`src/rtl/pc_gen_if.sv`:
```
// pc_gen_if: fetch-control bundle between the core's decode/execute logic and pc_gen.
// master = core side driving select/operands, slave = pc_gen returning PC and RAS state.
interface pc_gen_if #(
  parameter int DW = 32
);
  logic          stall;
  logic [1:0]    PCsrc;
  logic [DW-1:0] ImmOp;
  logic [DW-1:0] rs1_val;
  logic          is_call;
  logic          is_ret;
  logic [DW-1:0] PCC;
  logic [DW-1:0] pc_plus4;
  logic          misaligned;
  logic [DW-1:0] ras_top;
  logic          ras_valid;

  modport master (
    output stall, PCsrc, ImmOp, rs1_val, is_call, is_ret,
    input  PCC, pc_plus4, misaligned, ras_top, ras_valid
  );

  modport slave (
    input  stall, PCsrc, ImmOp, rs1_val, is_call, is_ret,
    output PCC, pc_plus4, misaligned, ras_top, ras_valid
  );
endinterface

```
`src/rtl/pc_gen.sv`:
```
// pc_gen: next-PC selection (seq/branch/jalr/trap) with misaligned-target redirect and stall.
// Optional return-address stack is built when the PC_RAS_EN macro is defined.
module pc_gen #(
  parameter int            DW        = 32,
  parameter logic [DW-1:0] RESET_VEC = {DW{1'b0}},
  parameter logic [DW-1:0] TRAP_VEC  = DW'(32'h0000_0100),
  parameter int            RAS_DEPTH = 4
) (
  input  logic     clk,
  input  logic     rst,
  pc_gen_if.slave  bus
);
  localparam logic [DW-1:0] C_FOUR = DW'(3'd4);

  logic [DW-1:0] r_pc;
  logic          r_mis;
  logic [DW-1:0] w_pc_plus4;
  logic [DW-1:0] w_jalr_sum;
  logic [DW-1:0] w_cand;
  logic [DW-1:0] w_next;
  logic          w_chk;
  logic          w_mis;

  assign w_pc_plus4 = r_pc + C_FOUR;
  assign w_jalr_sum = bus.rs1_val + bus.ImmOp;

  // Only computed targets (branch, jalr) can be misaligned; those redirect to the trap vector.
  always_comb begin
    w_cand = w_pc_plus4;
    w_chk  = 1'b0;
    case (bus.PCsrc)
      2'd0: begin w_cand = w_pc_plus4;                    w_chk = 1'b0; end
      2'd1: begin w_cand = r_pc + bus.ImmOp;              w_chk = 1'b1; end
      2'd2: begin w_cand = {w_jalr_sum[DW-1:1], 1'b0};    w_chk = 1'b1; end
      2'd3: begin w_cand = TRAP_VEC;                      w_chk = 1'b0; end
      default: begin w_cand = w_pc_plus4;                 w_chk = 1'b0; end
    endcase
    w_mis = w_chk & (w_cand[1:0] != 2'b00);
    if (w_mis) begin
      w_next = TRAP_VEC;
    end else begin
      w_next = w_cand;
    end
  end

  always_ff @(posedge clk) begin
    if (rst) begin
      r_pc  <= RESET_VEC;
      r_mis <= 1'b0;
    end else if (bus.stall) begin
      r_pc  <= r_pc;
      r_mis <= 1'b0;
    end else begin
      r_pc  <= w_next;
      r_mis <= w_mis;
    end
  end

  assign bus.PCC        = r_pc;
  assign bus.pc_plus4   = w_pc_plus4;
  assign bus.misaligned = r_mis;

`ifdef PC_RAS_EN
  localparam int         PW     = $clog2(RAS_DEPTH);
  localparam logic [PW:0] C_FULL = (PW+1)'(RAS_DEPTH);

  logic [DW-1:0] r_ras [RAS_DEPTH];
  logic [PW-1:0] r_ptr;
  logic [PW:0]   r_cnt;
  logic [PW-1:0] w_ptr_nxt;
  logic [PW:0]   w_cnt_nxt;
  logic [PW-1:0] w_wr_idx;
  logic          w_wr_en;

  // call+ret on a non-empty stack replaces the top; on an empty stack it falls through to a push.
  always_comb begin
    w_ptr_nxt = r_ptr;
    w_cnt_nxt = r_cnt;
    w_wr_en   = 1'b0;
    w_wr_idx  = r_ptr;
    if (bus.is_call && bus.is_ret && (r_cnt != {(PW+1){1'b0}})) begin
      w_wr_en  = 1'b1;
      w_wr_idx = r_ptr;
    end else if (bus.is_call) begin
      w_wr_en   = 1'b1;
      w_wr_idx  = r_ptr + PW'(1'b1);
      w_ptr_nxt = r_ptr + PW'(1'b1);
      if (r_cnt != C_FULL) begin
        w_cnt_nxt = r_cnt + (PW+1)'(1'b1);
      end else begin
        w_cnt_nxt = r_cnt;
      end
    end else if (bus.is_ret && (r_cnt != {(PW+1){1'b0}})) begin
      w_ptr_nxt = r_ptr - PW'(1'b1);
      w_cnt_nxt = r_cnt - (PW+1)'(1'b1);
    end else begin
      w_ptr_nxt = r_ptr;
      w_cnt_nxt = r_cnt;
    end
  end

  always_ff @(posedge clk) begin
    if (rst) begin
      r_ptr <= {PW{1'b0}};
      r_cnt <= {(PW+1){1'b0}};
    end else if (!bus.stall) begin
      r_ptr <= w_ptr_nxt;
      r_cnt <= w_cnt_nxt;
    end else begin
      r_ptr <= r_ptr;
      r_cnt <= r_cnt;
    end
  end

  // Storage needs no reset: entries are only visible while count is non-zero.
  always_ff @(posedge clk) begin
    if (!rst && !bus.stall && w_wr_en) begin
      r_ras[w_wr_idx] <= w_pc_plus4;
    end
  end

  assign bus.ras_valid = (r_cnt != {(PW+1){1'b0}});
  assign bus.ras_top   = bus.ras_valid ? r_ras[r_ptr] : {DW{1'b0}};
`else
  logic w_unused;
  assign w_unused      = ^{bus.is_call, bus.is_ret, RAS_DEPTH[0]};
  assign bus.ras_valid = 1'b0;
  assign bus.ras_top   = {DW{1'b0}};
`endif
endmodule

```
`src/flat_wrapper.sv`:
```
// flat-port wrapper written by rule: the top's interface ports become plain ports
module pc_gen_flat 
#(
  parameter int            DW        = 32,
  parameter logic [DW-1:0] RESET_VEC = {DW{1'b0}},
  parameter logic [DW-1:0] TRAP_VEC  = DW'(32'h0000_0100),
  parameter int            RAS_DEPTH = 4
)
  (clk, rst, bus_stall, bus_PCsrc, bus_ImmOp, bus_rs1_val, bus_is_call, bus_is_ret, bus_PCC, bus_pc_plus4, bus_misaligned, bus_ras_top, bus_ras_valid);
  pc_gen_if #(.DW(DW)) bus_i ();
  input  logic clk;
  input  logic rst;
  input wire logic [$bits(bus_i.stall)-1:0] bus_stall;
  input wire logic [$bits(bus_i.PCsrc)-1:0] bus_PCsrc;
  input wire logic [$bits(bus_i.ImmOp)-1:0] bus_ImmOp;
  input wire logic [$bits(bus_i.rs1_val)-1:0] bus_rs1_val;
  input wire logic [$bits(bus_i.is_call)-1:0] bus_is_call;
  input wire logic [$bits(bus_i.is_ret)-1:0] bus_is_ret;
  output wire logic [$bits(bus_i.PCC)-1:0] bus_PCC;
  output wire logic [$bits(bus_i.pc_plus4)-1:0] bus_pc_plus4;
  output wire logic [$bits(bus_i.misaligned)-1:0] bus_misaligned;
  output wire logic [$bits(bus_i.ras_top)-1:0] bus_ras_top;
  output wire logic [$bits(bus_i.ras_valid)-1:0] bus_ras_valid;
  assign bus_i.stall = bus_stall;
  assign bus_i.PCsrc = bus_PCsrc;
  assign bus_i.ImmOp = bus_ImmOp;
  assign bus_i.rs1_val = bus_rs1_val;
  assign bus_i.is_call = bus_is_call;
  assign bus_i.is_ret = bus_is_ret;
  assign bus_PCC = bus_i.PCC;
  assign bus_pc_plus4 = bus_i.pc_plus4;
  assign bus_misaligned = bus_i.misaligned;
  assign bus_ras_top = bus_i.ras_top;
  assign bus_ras_valid = bus_i.ras_valid;
  pc_gen #(.DW(DW), .RESET_VEC(RESET_VEC), .TRAP_VEC(TRAP_VEC), .RAS_DEPTH(RAS_DEPTH)) u_core (.clk(clk), .rst(rst), .bus(bus_i));
endmodule
```
`config.mk`:
```
export PLATFORM = sky130hd
export DESIGN_NAME = pc_gen_flat
export DESIGN_NICKNAME = d
export VERILOG_FILES = /design/src/rtl/pc_gen_if.sv /design/src/rtl/pc_gen.sv /design/src/flat_wrapper.sv
export SDC_FILE = /design/constraint.sdc
export NUM_CORES = 1
export LEC_CHECK = 0
export CAP_MARGIN = 15
export CORE_MARGIN = 2
export CORE_UTILIZATION = 55
export DETAILED_ROUTE_END_ITERATION = 7
export DONT_BUFFER_PORTS = 1
export GPL_ROUTABILITY_DRIVEN = 0
export PLACE_DENSITY = 0.73
export RECOVER_POWER = 50
export SLEW_MARGIN = 20
export SYNTH_ARGS = -nofsm -noshare
export SYNTH_HDL_FRONTEND = slang
export SYNTH_SLANG_ARGS = --single-unit
```
`constraint.sdc`:
```
create_clock -name clk -period 2.9 [get_ports clk]
set_input_delay 0.435 -clock clk [delete_from_list [all_inputs] [get_ports clk]]
set_output_delay 0.435 -clock clk [all_outputs]
set_load 0.05 [all_outputs]
```
**Word level (Yosys, flattened, before mapping)**

Index checks and enable logic that the tools add are counted.
W data, S select, Z words.

- Add/subtract/negate cells: 3
- Equality and inequality tests: 3
- Muxes and demuxes: 3
- Bitwise operators: 1
- Reduce and logical (&&, ||, !) cells: 5

Operator list:

| operator | count |
|---|---|
| $pmux W32 S4 | 1 |
| $add A32 B32 Y32 | 2 |
| $add A32 B3 Y32 const B | 1 |
| $mux W32 | 1 |
| $reduce_or A2 Y1 | 3 |
| $eq A2 B2 Y1 const B | 2 |
| $eq A2 B1 Y1 const B | 1 |
| $logic_not A2 Y1 | 1 |
| $pmux W1 S2 | 1 |
| $reduce_bool A2 Y1 | 1 |
| $and A1 B1 Y1 | 1 |

- Flip-flop bits (word level): 33
- Output and inout bits: 98
- Logic and storage cells: 17

**Longest topological paths before layout**

Gate-level depths: netlist of the first run.

- Depth in word-level cells: 5
- Depth in mapped cells: 13
- Mapped depth without buffers: 12

**Worst setup path before layout of the first run**

OpenSTA, ideal clock, no wires.

- Path kind: register to output
- From: register u_core.r_pc[2] (netlist: u_core.bus.PCC[2])
- To: output bus_pc_plus4[28]
- Arrival time: 3.053 ns
- Data required time: 2.465 ns
- Slack: -0.588 ns
- Cell stages (with the launch flop): 9
- Path buffers: 1
- Cell sequence: dfxtp_1 -> ha_1 -> inv_1 -> or3_1 -> clkbuf_1 -> nor3_2 -> and3_1 -> nand2_1 -> xnor2_1

- Longest elaborated chain between the ends: 1

RTL lines:

| item | line | source |
|---|---|---|
| from (decl) | pc_gen.sv:15 | `logic [DW-1:0] r_pc;` |
| from (signal assigned) | pc_gen.sv:51 | `r_pc <= r_pc;` |
| from (signal assigned) | pc_gen.sv:54 | `r_pc <= w_next;` |
| $add A32 B3 Y32 | pc_gen.sv:24 | `assign w_pc_plus4 = r_pc + C_FOUR;` |
| to (decl) | flat_wrapper.sv:20 | `output wire logic [$bits(bus_i.pc_plus4)-1:0] bus_pc_plus4;` |

Every way passes these cells.

**Worst setup path after layout of the first run**

- From: register u_core.r_pc[0] (netlist: u_core.bus.PCC[0])
- To: register u_core.r_pc[8] (netlist: u_core.bus.PCC[8])

- Longest elaborated chain between the ends: 5
- Elaborated cells on any way between the ends: 6
- Classes of those cells: 2 x add/sub; 2 x mux; 1 x bitwise; 1 x reduce/logical

RTL lines:

| item | line | source |
|---|---|---|
| $add A32 B32 Y32 or $add A32 B3 Y32 (tied branches) | pc_gen.sv:33, pc_gen.sv:24 |  |
| $pmux W32 S4 * | pc_gen.sv:31 | `case (bus.PCsrc)` |
| $reduce_bool A2 Y1 | pc_gen.sv:38 | `w_mis = w_chk & (w_cand[1:0] != 2'b00);` |
| $and A1 B1 Y1 | pc_gen.sv:38 |  |
| $mux W32 * | pc_gen.sv:39 | `if (w_mis) begin` |

Mark *: on every way between the ends. The rest lies on a longest branch, timed or not.
A chain may end at the register's enable or synchronous reset.

==> results.toml, run 1 <==
[status]
outcome = "complete, but fails checks"
violations = "negative setup slack"

[worst_setup_path]
cp-startpoint = "u_core.bus.PCC[0]"
path_buf_inv = 1
required_ns = 3.12
crit_type = "reg2reg"
worstPathCellList = "ha_1 -> inv_1 -> fa_1 -> nand2b_4 -> a21oi_2 -> o21ai_0 -> a21boi_0 -> o21a_1 -> nor3_1 -> o31ai_1 -> mux2i_1 -> a221oi_1"
critPathArrivalTime_ns = 3.12
cp-start-kind = "flip-flop"
reg2reg_from = "u_core.bus.PCC[0]"
path_delay_family = "compound AO/OA/AOI/OAI gates"
crit_path_end_kind = "flip-flop"
crit_path_top_delay_cell = "fa_1"
max_stage_delay_ns = 0.40
path_max_fanout = 3

[sta]
period_share_pct = 100.2
setup_viol_count_final = 1
fin_ws_ns = -0.006723
slew-limit-headroom_pct = 44.29
finalHoldViolations = 0
final.setup.tns_ns = -0.006723
hold_ws_ns = 0.1709
slew_violations = 0
finalClockSkew_ns = 0.008470
tightest_slew_ns = 0.8356
fmax_ghz = 0.3440
rsz0062_at_grt = "true"
finalCriticalPeriod_ns = 2.907

[clock_tree]
clkSlewWorstSetupHoldPaths_ns = 0.08
clk_latency_ns = 0.32
cts_made_buffers = 5
holdBufCountCts = 0
clock_path_buffers = 2
cts_tree = "built"
clockRootBuffer = "clkbuf_8"
clkSinkCount = 33
htree_num_levels = 2

[global_route]
grt.total_usage_pct = 36.26
grt_pass1_wl_um = 34390
grt_max_degree = 40
grt_pass1_vias = 7024
grt_antenna_before_repair = 0
grt.overflow.total = 0

[route]
vias = 7309
via_per_inst = 6.669
wl_per_cell_um = 20.69
wl_um = 22670
dr_wl_met3_um = 2741
met2_length_um = 10290
remaining_drc_errors = 0
first_pass_iters = 8
wl_met1_um = 8439
drtAntennaViolNets = 0
highest_layer = "met4"
drtIter0Drc = 759

[power]
p_leak_nw = 3.414
finalPower_mw = 2.697
power_density_nw_per_um2 = 357.0
vdd_drop_max_uv = 235.7

[floorplan]
start_util_pct = 56.64
die_h_um = 109.9
rows = 38
die_w_um = 109.9
fp.dieArea_sq_um = 12080
boundaryPins = 169
coreArea_sq_um = 10890

[synthesis]
ys_seq_area_share_pct = 10.71
ys_warn_count = 0
synthCells = 856
synth.most_common_cell = "nand2_1"
synth_ff_type = "dfxtp_1"
yosys-top-cells-area = "ha_1 13%, dfxtp_1 11%, xnor2_1 6.5%"
synth_edf_count = 0
netlist.area_leader.share_pct = 13.39
async_reset_ff_share_pct = 0
synth.avg_cell_area_sq_um = 7.205
synthTopCellsByCount = "84 x nand2_1, 76 x a21oi_1, 66 x ha_1, 61 x nor2_1, 46 x xnor2_1"
synth_seq_cells = 33
synth.distinct_cells = 79
yosys.area.top_type = "ha_1"
synth_area_sq_um = 6167

[finish]
num_antenna_cells = 0
area_delta_synth_final_pct = 22.46
final_layout_size_suffix_gt1_share_pct = 21.44
final_cells = 1096
fill_cells = 892
nets = 1094
fin_area_sq_um = 7552
postLayoutCoreUtil_pct = 69.36

[placed_design]
dp.cells = 1082
dpl_cell_area_sq_um = 7247
place_ws_ns = -0.3046
placement.io_buffers = 0
dpl.hpwl_um = 17210

[flow_run]
maxCapViolations = 0

[min_path]
hold_class = "in2reg"
min_from = "rst"
## placed cells by master, fill, tap and decap left out, types with 24 or more instances in the layout
master | netlist | routed
a21o_1 | 26 | 26
a21oi_1 | 76 | 72
buf_4 | 39 | 117
conb_1 | 1 | 33
dfxtp_1 | 33 | 24
ha_1 | 66 | 64
inv_1 | 30 | 31
nand2_1 | 84 | 81
nand3_1 | 29 | 28
nor2_1 | 61 | 60
o21ai_0 | 44 | 43
xnor2_1 | 46 | 38
## kinds of logic (layout without fill, tap and decap cells)
kind of cell / Yosys count / after routing / synth area share, %
AOI/OAI and AO/OA: 298 / 298 / 32.97
DFF: 33 / 33 / 10.71
xor gates and xnor gates: 71 / 71 / 10.08
other: 1 / 33 / 0.06081
adders and majority gates: 68 / 68 / 14.04
muxes: 8 / 8 / 1.319
buffers and inverters: 109 / 177 / 9.799
and+or+nand+nor: 268 / 268 / 21.02
## metal layers
metal / vias up / global-route usage [%]
met1: 3329 / 44.01
li1: 3313 / -
met3: 126 / 8.180
met4: 0 / 19.17
met5: - / 0
met2: 541 / 59.38
## flip-flops by register name (all words and copies together), names as in the netlist
signal / count
u_core.bus.PCC: 32
u_core.bus.misaligned: 1
## final cells by class
class	instances	area, sq um	area share (%)
multi-input cells	746	5271	69.80
well taps	140	175.2	2.319
clock inverters	1	30.03	0.3976
flip-flops and latches	33	676.9	8.963
inverters	31	116.4	1.541
repair buffers	138	1196	15.84
clock buffers	7	86.33	1.143
## report_power, final
group / total, mW / switching [mW] / internal [mW]
clock network: 0.503 / 0.222 / 0.281
registers: 0.521 / 0.0358 / 0.485
logic: 1.67 / 1.05 / 0.618
total: 2.70 / 1.31 / 1.38
## final timing paths
kind / cells past startpoint / slack, ns / to
worst min-delay path: 1 / 0.17 / u_core.bus.PCC[0]
worst min register to register: 2 / 0.52 / u_core.bus.PCC[21]
worst max-delay path: 12 / -0.007 / u_core.bus.PCC[8]
worst max register to register: 12 / -0.007 / u_core.bus.PCC[8]
## what timing repair did
action,in CTS,in global routing
buffers inserted,0,6
gates resized for setup,10,27
endpoints found under the setup margin,15,23
pin swaps,1,10
Power figures use the tool's default switching activity.
==> run 2, diff against run 1 <==
TNS_END_PERCENT = 5   (was unset)
==> results.toml, run 2 (synthesized netlist as in run 1, its figures left out) <==
[status]
outcome = "finished, final reports clean"

[clock_tree]
holdBufCountCts = 0
clkSinkCount = 33
cts_tree = "built"
clk_latency_ns = 0.31
clockRootBuffer = "clkbuf_8"
clkSlewWorstSetupHoldPaths_ns = 0.08
htree_num_levels = 2
clock_path_buffers = 2
cts_made_buffers = 5

[floorplan]
die_w_um = 109.9
boundaryPins = 169
start_util_pct = 56.64
die_h_um = 109.9
rows = 38
fp.dieArea_sq_um = 12080
coreArea_sq_um = 10890

[power]
power_density_nw_per_um2 = 345.1
p_leak_nw = 3.314
vdd_drop_max_uv = 271.5

[global_route]
grt_max_degree = 24
grt_pass1_vias = 6743
grt.overflow.total = 0
grt_antenna_before_repair = 0
grt_pass1_wl_um = 33600
grt.total_usage_pct = 35.32

[sta]
final.setup.tns_ns = 0
finalClockSkew_ns = 0.02502
finalCriticalPeriod_ns = 2.853
rsz0062_at_grt = "true"
slew-limit-headroom_pct = 15.93
period_share_pct = 98.38
setup_viol_count_final = 0
fmax_ghz = 0.3505
tightest_slew_ns = 1.261
slew_violations = 0
fin_ws_ns = 0.04699
finalHoldViolations = 0

[finish]
largest_reg_flops = 32
layout_commonest_cell = "buf_4"
final_cell_mix = "96 x buf_4, 82 x nand2_1, 73 x a21oi_1"
seq_area_sq_um = 669.4
postLayoutCoreUtil_pct = 68.06
final_layout_size_suffix_gt1_share_pct = 19.20
nets = 1091
fill_cells = 939
final_cells = 1093
area_delta_synth_final_pct = 20.17
fin_area_sq_um = 7411
multi_input_area_sq_um = 5263
num_antenna_cells = 0

[route]
wl_um = 22080
drtAntennaViolNets = 0
via_per_inst = 6.671
vias = 7291
wl_per_cell_um = 20.20
first_pass_iters = 5
remaining_drc_errors = 0
drtIter0Drc = 825

[placed_design]
place_ws_ns = -0.2532
dp.cells = 1082
dpl_cell_area_sq_um = 7197
placement.io_buffers = 0
dpl.hpwl_um = 17030

[worst_setup_path]
cp-start-kind = "flip-flop"
critPathArrivalTime_ns = 2.42
path_max_fanout = 4
required_ns = 2.47
crit_path_end_kind = "output port"
crit_type = "reg2out"

[min_path]
hold_class = "in2reg"

[flow_run]
maxCapViolations = 0
-- run 2: through the flow --
stage / total power, mW / hold WS [ns]
finish: 2.557 / 0.1848
global route: 2.683 / 0.1794
CTS: 2.492 / 0.1821
detailed placement: 2.109 / 0.4895
global placement: 2.071 / 0.4870
floorplan: 1.713 / 0.5806
-- run 2: path summary, 6_finish.rpt --
path	startpoint	to	slack (ns)	cells past startpoint
worst max-delay path	u_core.bus.PCC[2]	bus_pc_plus4[28]	0.05	9
worst min-delay path	rst	u_core.bus.PCC[2]	0.18	1
worst min register to register	u_core.bus.PCC[21]	u_core.bus.PCC[21]	0.49	2
worst max register to register	u_core.bus.PCC[0]	u_core.bus.PCC[24]	0.07	13
-- run 2: metal layers --
layer | share of wire, % | track usage, % | vias up
met5 | 0 | 0 | -
met4 | 3.8 | 15.37 | 0
met3 | 11 | 8.477 | 81
met2 | 46 | 57.10 | 513
met1 | 39 | 44.46 | 3388
li1 | - | - | 3309
-- run 2: power by group --
part / leakage (nW) / internal (mW) / switching [mW] / total, mW
clock network: 0.0450 / 0.168 / 0.221 / 0.388
logic: 3.00 / 0.606 / 1.04 / 1.65
registers: 0.272 / 0.486 / 0.0354 / 0.521
-- run 2: area by class of cell --
cell class | instances | area share [%]
multi-input combinational | 746 | 71.01
timing repair buffer | 135 | 14.91
inverter | 31 | 1.570
clock inverter | 2 | 0.1351
sequential | 33 | 9.033
clock buffer | 6 | 0.9792
tap | 140 | 2.364
-- run 2: repair_timing --
action,in CTS,in global routing
buffers inserted,0,3
pin swaps,2,7
setup endpoints to repair,12,26
resized for setup,8,35
-- run 2: worst max-delay path: stages (launching register included) --
cell and delay (ns):
dfxtp_4 0.38, ha_1 0.16, inv_1 0.07, or3_4 0.43, nor3_4 0.22, buf_6 0.14
and3_4 0.20, nand2_2 0.10, xnor2_2 0.24, buf_12 0.17
